## src/rtl/text_writer.sv

```systemverilog
// Character-cell text RAM writer: byte stream with CR/LF/BS handling, cursor tracking and a clear-to-spaces fill engine.
// Optional build macro CLEAR_ON_RESET_EN: clear the whole screen automatically after reset release.
//
// state   | meaning
// --------+-----------------------------------------------------------
// S_IDLE  | accepting bytes from the stream
// S_CLEAR | fill engine writing spaces, then one closing cycle
// S_BOOT  | one cycle after reset release before the boot-time clear
module text_writer #(
   parameter int COLS   = 80,
   parameter int ROWS   = 25,
   parameter int ADDR_W = 11,
   parameter int DATA_W = 8
) (
   input  logic              clk,
   input  logic              resetn,
   input  logic              in_valid,
   input  logic [7:0]        in_data,
   output logic              in_ready,
   input  logic              clear_req,
   output logic              busy,
   output logic              write_en,
   output logic [ADDR_W-1:0] waddr,
   output logic [DATA_W-1:0] din,
   output logic [6:0]        cur_col,
   output logic [4:0]        cur_row
);

   typedef enum logic [1:0] {
      S_IDLE,
      S_CLEAR,
      S_BOOT
   } state_e;

   localparam int                FW       = ADDR_W + 1;
   localparam int                TOTAL    = COLS * ROWS;
   localparam logic [FW-1:0]     FILL_END = FW'(TOTAL);
   localparam logic [6:0]        COL_LAST = 7'(COLS - 1);
   localparam logic [4:0]        ROW_LAST = 5'(ROWS - 1);
   localparam logic [ADDR_W-1:0] ROW_STEP = ADDR_W'(COLS);
   localparam logic [ADDR_W-1:0] LF_WRAP  = ADDR_W'((ROWS - 1) * COLS);
   localparam logic [DATA_W-1:0] SPACE    = DATA_W'(8'h20);

`ifdef CLEAR_ON_RESET_EN
   localparam state_e RESET_STATE = S_BOOT;
`else
   localparam state_e RESET_STATE = S_IDLE;
`endif

   state_e              state_q, state_d;
   logic [6:0]          col_q, col_d;
   logic [4:0]          row_q, row_d;
   logic [ADDR_W-1:0]   lin_q, lin_d;
   logic [FW-1:0]       fill_q, fill_d;
   logic                we_q, we_d;
   logic [ADDR_W-1:0]   waddr_q, waddr_d;
   logic [DATA_W-1:0]   din_q, din_d;
   logic                accept;

   assign in_ready = (state_q == S_IDLE) && !clear_req;
   assign accept   = in_valid && in_ready;
   assign busy     = (state_q == S_CLEAR);
   assign write_en = we_q;
   assign waddr    = waddr_q;
   assign din      = din_q;
   assign cur_col  = col_q;
   assign cur_row  = row_q;

   always_comb begin
      state_d = state_q;
      col_d   = col_q;
      row_d   = row_q;
      lin_d   = lin_q;
      fill_d  = fill_q;
      we_d    = 1'b0;
      waddr_d = waddr_q;
      din_d   = din_q;

      unique case (state_q)
         S_IDLE: begin
            if (clear_req) begin
               // the first fill write leaves on the same edge the request is taken
               state_d = S_CLEAR;
               we_d    = 1'b1;
               waddr_d = '0;
               din_d   = SPACE;
               fill_d  = FW'(1);
            end else if (accept) begin
               unique case (in_data)
                  8'h0D: begin
                     col_d = '0;
                     lin_d = lin_q - ADDR_W'(col_q);
                  end
                  8'h0A: begin
                     if (row_q == ROW_LAST) begin
                        row_d = '0;
                        lin_d = lin_q - LF_WRAP;
                     end else begin
                        row_d = row_q + 5'd1;
                        lin_d = lin_q + ROW_STEP;
                     end
                  end
                  8'h08: begin
                     if (col_q != 7'd0) begin
                        col_d = col_q - 7'd1;
                        lin_d = lin_q - ADDR_W'(1);
                     end
                  end
                  default: begin
                     we_d    = 1'b1;
                     waddr_d = lin_q;
                     din_d   = DATA_W'(in_data);
                     if (col_q == COL_LAST) begin
                        col_d = '0;
                        if (row_q == ROW_LAST) begin
                           row_d = '0;
                           lin_d = '0;
                        end else begin
                           row_d = row_q + 5'd1;
                           lin_d = lin_q + ADDR_W'(1);
                        end
                     end else begin
                        col_d = col_q + 7'd1;
                        lin_d = lin_q + ADDR_W'(1);
                     end
                  end
               endcase
            end
         end
         S_BOOT: begin
            state_d = S_CLEAR;
            we_d    = 1'b1;
            waddr_d = '0;
            din_d   = SPACE;
            fill_d  = FW'(1);
         end
         S_CLEAR: begin
            // one closing cycle after the last write keeps busy high until that write is done
            if (fill_q == FILL_END) begin
               state_d = S_IDLE;
               col_d   = '0;
               row_d   = '0;
               lin_d   = '0;
               fill_d  = '0;
            end else begin
               we_d    = 1'b1;
               waddr_d = fill_q[ADDR_W-1:0];
               din_d   = SPACE;
               fill_d  = fill_q + FW'(1);
            end
         end
         default: state_d = S_IDLE;
      endcase
   end

   always_ff @(posedge clk or negedge resetn) begin
      if (!resetn) begin
         state_q <= RESET_STATE;
         col_q   <= '0;
         row_q   <= '0;
         lin_q   <= '0;
         fill_q  <= '0;
         we_q    <= 1'b0;
         waddr_q <= '0;
         din_q   <= '0;
      end else begin
         state_q <= state_d;
         col_q   <= col_d;
         row_q   <= row_d;
         lin_q   <= lin_d;
         fill_q  <= fill_d;
         we_q    <= we_d;
         waddr_q <= waddr_d;
         din_q   <= din_d;
      end
   end

endmodule

```

## config.mk

```make
export PLATFORM = sky130hd
export DESIGN_NAME = text_writer
export DESIGN_NICKNAME = d
export VERILOG_FILES = /design/src/rtl/text_writer.sv
export SDC_FILE = /design/constraint.sdc
export NUM_CORES = 1
export LEC_CHECK = 0
export CORE_ASPECT_RATIO = 0.75
export CORE_MARGIN = 1.5
export CORE_UTILIZATION = 50
export DETAILED_ROUTE_END_ITERATION = 16
export PLACE_DENSITY_LB_ADDON = 0.2
export SLEW_MARGIN = 20
export SYNTH_ARGS = -nofsm -noshare
export SYNTH_HDL_FRONTEND = slang
export SYNTH_SLANG_ARGS = --single-unit
```

## constraint.sdc

```tcl
create_clock -name clk -period 2.31 [get_ports clk]
set_input_delay 0.5775 -clock clk [delete_from_list [all_inputs] [get_ports clk]]
set_output_delay 0.5775 -clock clk [all_outputs]
set_load 0.01 [all_outputs]
```

Word-level counts from Yosys, hierarchy flattened

Cells that the tools add are included.

Register bits: 57
Word-level logic and storage cells: 95

Reduce and logical (&&, ||, !) cells: 15
Equal/unequal tests: 19
Multiplexer cells: 44
Add/sub/neg operators: 9

Operators by type and width:

| operator               | number |
|---|---|
| $mux 11                | 11 |
| $pmux 11 s3            | 2 |
| $pmux 12 s3            | 1 |
| $mux 7                 | 5 |
| $mux 8                 | 4 |
| $mux 5                 | 5 |
| $eq 8x4->1 const B     | 3 |
| $mux 12                | 2 |
| $pmux 8 s3             | 1 |
| $pmux 11 s2            | 1 |
| $pmux 7 s3             | 1 |
| $pmux 5 s2             | 2 |
| $pmux 7 s2             | 1 |
| $add 12x1->12 const B  | 1 |
| $eq 12x11->1 const B   | 1 |
| $ne 2x2->1 const B     | 6 |
| $reduce_and 6->1       | 2 |
| $add 11x1->11 const B  | 1 |
| $add 11x7->11 const B  | 1 |
| $sub 11x1->11 const B  | 1 |
| $sub 11x11->11 const B | 1 |
| $sub 11x7->11          | 1 |
| $ne 3x3->1 const B     | 3 |
| $add 7x1->7 const B    | 1 |
| other kinds (23)       | 29 |

Longest topological paths before layout

Depth in word-level cells: 7
Depth in mapped cells: 12
Gate-level depth less buffers: 11

Least setup slack after synthesis

OpenSTA, ideal clock, no wires.

Path type: input to register
Start point: input in_data[4]
End point: register lin_q[9]
Cell stages on the path: 11
Required time: 2.188 ns
Setup slack: -0.803 ns
Buffers on the path: 1
Data arrival time: 2.991 ns
Cells stage by stage: nor4b_4 nand3_1 clkbuf_1 nand2_1 ha_1 nor2b_1 o31a_1 o21ai_0 xor2_1 a221o_1 a32o_1

Cells in the longest elaborated chain, start to end: 5
Elaborated cells between the ends (all ways): 9
Classes of those cells: eq/ne (4); mux (4); reduce/logical (1)

Ends and longest elaborated chain:

| item                 | RTL line | text |
|---|---|---|
| from (decl)          | 18       | `input logic [7:0] in_data,` |
| $eq 8x4->1           | 89       | `unique case (in_data)` |
| $pmux 11 s3          | 89       |  |
| $mux 11              | 88       | `end else if (accept) begin` |
| $mux 11              | 81       | `if (clear_req) begin` |
| $pmux 11 s2          | 79       | `unique case (state_q)` |
| to (signal assigned) | 170      | `lin_q <= lin_d;` |
| to (decl)            | 53       | `logic [ADDR_W-1:0] lin_q, lin_d;` |

Parallel ways exist; a longest one is shown, timed or not. The select of a mux whose other input is x is not followed.
A chain may end at the register's enable or synchronous reset.

Worst setup path in the final report

Start point: input in_data[7]
End point: register lin_q[9]

Same word-level chain as after synthesis.

==> results.py <==
metrics = {
    "yosys": {
        "yosysUniqueCellTypes": 74,
        "syn_nets": 494,
        "netlist_instances": 463,
        "yosys_warnings": 0,
        "synth-seq-cells": 56,
        "synth.cell_area_um2": 3910,
        "seq_area_frac_synth": 0.359,
        "synthFlopType": "dfrtp_1",
        "synth_edf_count": 0,
        "synthArstFlopShare": 1.00,
        "post_synth.cell_area_avg_um2": 8.44,
    },
    "sta": {
        "fmax_ghz": 0.390,
        "period_share": 1.11,
        "max_slew_margin": 0.658,
        "fin_skew_ns": 0.0147,
        "rsz0062_at_grt": "true",
        "layout_setup_ws_ns": -0.253,
        "slew_viol_final": 0,
        "period_minus_slack_ns": 2.56,
        "worstMarginPinSlew_ns": 0.513,
        "setup_viol": 7,
        "final_hold_viol_count": 0,
    },
    "run_status": {
        "status": "complete, but fails checks",
        "violations": "negative setup slack",
    },
    "cts": {
        "cts.sink_count": 56,
        "clk_path_buf_depth": 2,
        "clk_latency_ns": 0.32,
        "cts_tree": "built",
        "cts_made_buffers": 5,
        "path_clk_slew_ns": 0.12,
        "postCtsHoldBufs": 0,
        "htree_num_levels": 2,
        "cts-root-buf": "clkbuf_8",
    },
    "grt": {
        "grt-ovfl-total": 0,
        "antenna_found_initial": 0,
        "grt_pass1_vias": 4092,
        "grt_max_degree": 37,
        "grt_pass1_wl_mm": 20.2,
        "gr-usage-all-layers": 0.304,
    },
    "placement": {
        "gp_congestion": 0.945,
        "dp_hpwl_mm": 8.70,
        "io_buffers": 45,
        "dp_slack_ns": -1.01,
    },
    "detailed_routing": {
        "vias_per_cell": 6.17,
        "finalWirelength_mm": 12.0,
        "vias": 4177,
        "drtAntennaViolNets": 0,
        "drc": 0,
        "drt_iter0_markers": 451,
        "first_pass_iters": 7,
        "post_drt_wl_per_cell_um": 17.8,
    },
    "die": {
        "rows": 27,
        "ios": 46,
        "fp.dieW_um": 105,
        "fp.dieH_um": 79.6,
        "initial_utilization": 0.524,
        "dieArea_um2": 8360,
        "coreArea_um2": 7470,
    },
    "pwr": {
        "ir_drop_v": 0.000318,
        "p_leak_uw": 0.00232,
        "power.total_uw": 3760,
        "p_per_area_nw_per_um2": 705,
    },
    "flow_run": {
        "maxCapViolCount": 0,
    },
    "final_layout": {
        "antenna_cells": 0,
        "nNetsFinal": 606,
        "syn_to_final_growth_pct": 36.5,
        "utilization": 0.715,
        "drive_above_1_share": 0.264,
    },
    "worst_setup_path": {
        "crit_slowest_cell": "nor4b_4",
        "crit_fanout": 7,
        "end_kind": "flop",
        "crit_start": "in_data[7]",
        "crit_chain": "buf_6 -> nor4b_4 -> nand3_4 -> nand2_2 -> ha_1 -> nor2b_4 -> o31a_1 -> o21ai_2 -> xor2_1 -> a221o_1 -> a32o_1",
        "max_stage_delay_ns": 0.35,
        "required_ns": 2.52,
        "crit_type": "primary input to flop",
        "worstPathArrival_ns": 2.77,
        "start_kind": "primary input",
        "reg2reg_from": "cur_col[0]",
    },
    "worst_hold_path": {
        "hold_path.class": "primary input to async pin",
    },
}
## per-stage QoR
step	instances	area, um2	hold slack, ns	TNS (ns)
CTS	675	5290	0.233	-1.25
finish	677	5340	0.212	-1.17
detailed placement	662	5020	0.496	-14.99
global route	677	5340	0.248	-1.84
global placement	662	5020	0.493	-13.75
floorplan	463	3930	0.282	-4.11
## worst paths after layout
kind	cells after the start	to	slack, ns
min in group clk	3	din[4]	0.50
min	1	waddr[4]	0.21
min reg2reg	1	fill_q[11]	0.52
max reg2reg	12	lin_q[4]	-0.05
max in group asynchronous	2	fill_q[5]	1.51
max	11	lin_q[9]	-0.25
## critical path: cells and delay by family
family,cells,cell delay (ns)
AO/OA/AOI/OAI,4,0.98
XOR/XNOR,1,0.08
adder cells (fa/ha/maj),1,0.23
buffers and inverters,1,0.10
AND/OR/NAND/NOR,4,0.79
## final cells by class
class	count	area, um2
Inverter	24	90.1
Multi-Input combinational cell	356	2480
Fill cell	600	2130
Tap cell	101	126
Timing Repair Buffer	132	1150
Clock buffer	5	68.8
Sequential cell	56	1400
Clock inverter	3	22.5
## state kept, by name, indices dropped and copies added, names as in the netlist
signal,cells
fill_q,12
lin_q,11
waddr,11
din,8
cur_col,7
cur_row,5
state_q,1
write_en,1
## Yosys cell counts, drive strengths merged (9+ instances only)
cell type | number | area (um2)
clkbuf | 18 | 67.6
and3 | 15 | 97.6
nand2 | 47 | 184
o21ai | 55 | 275
a21oi | 26 | 130
a22oi | 12 | 90.1
nand3 | 22 | 115
inv | 24 | 90.1
nor3 | 12 | 60.1
buf | 9 | 67.6
nor2 | 38 | 143
ha | 18 | 225
dfrtp | 56 | 1400
xnor2 | 14 | 123
## logic make-up after synthesis
| group | after synthesis | synth area share |
|---|---|---|
| AOI/OAI and AO/OA | 153 | 0.263 |
| adders and majority gates | 19 | 0.0627 |
| xor gates and xnor gates | 17 | 0.0381 |
| and+or+nand+nor | 167 | 0.220 |
| buffers and inverters | 51 | 0.0576 |
| DFF | 56 | 0.359 |
## layout by cell type (no fill, tap or decap), types with 7 or more instances in the layout
| cell type | count |
|---|---|
| buf_4 | 81 |
| dfrtp_1 | 56 |
| o21ai_0 | 45 |
| nand2_1 | 42 |
| nor2_1 | 35 |
| clkdlybuf4s50_1 | 35 |
| inv_1 | 23 |
| a21oi_1 | 22 |
| nand3_1 | 20 |
| xnor2_1 | 14 |
| ha_1 | 14 |
| and3_1 | 12 |
| a22oi_1 | 12 |
| nor3_1 | 10 |
| o21ai_1 | 8 |
| nand4_1 | 7 |
## power breakdown
part           total, uW  switching [uW]  internal [uW]
logic               1880             922            959
clock network        587             368            219
registers           1300             159           1140
total               3760            1450           2310
## per-layer routing
| layer | track usage | vias to the layer above | share of wire |
|---|---|---|---|
| met1 | 0.422 | 1981 | 0.44 |
| met4 | 0.0767 | 0 | 0.011 |
| met2 | 0.503 | 245 | 0.47 |
| met5 | 0 | - | 0 |
| li1 | - | 1935 | - |
| met3 | 0.0416 | 16 | 0.083 |
## repair_timing
action	4_1_cts	5_1_grt
gates resized for setup	57	11
setup buffers	5	2
endpoints found under the setup margin	10	11
pin swaps	25	7
(Power assumes the default switching activity.)
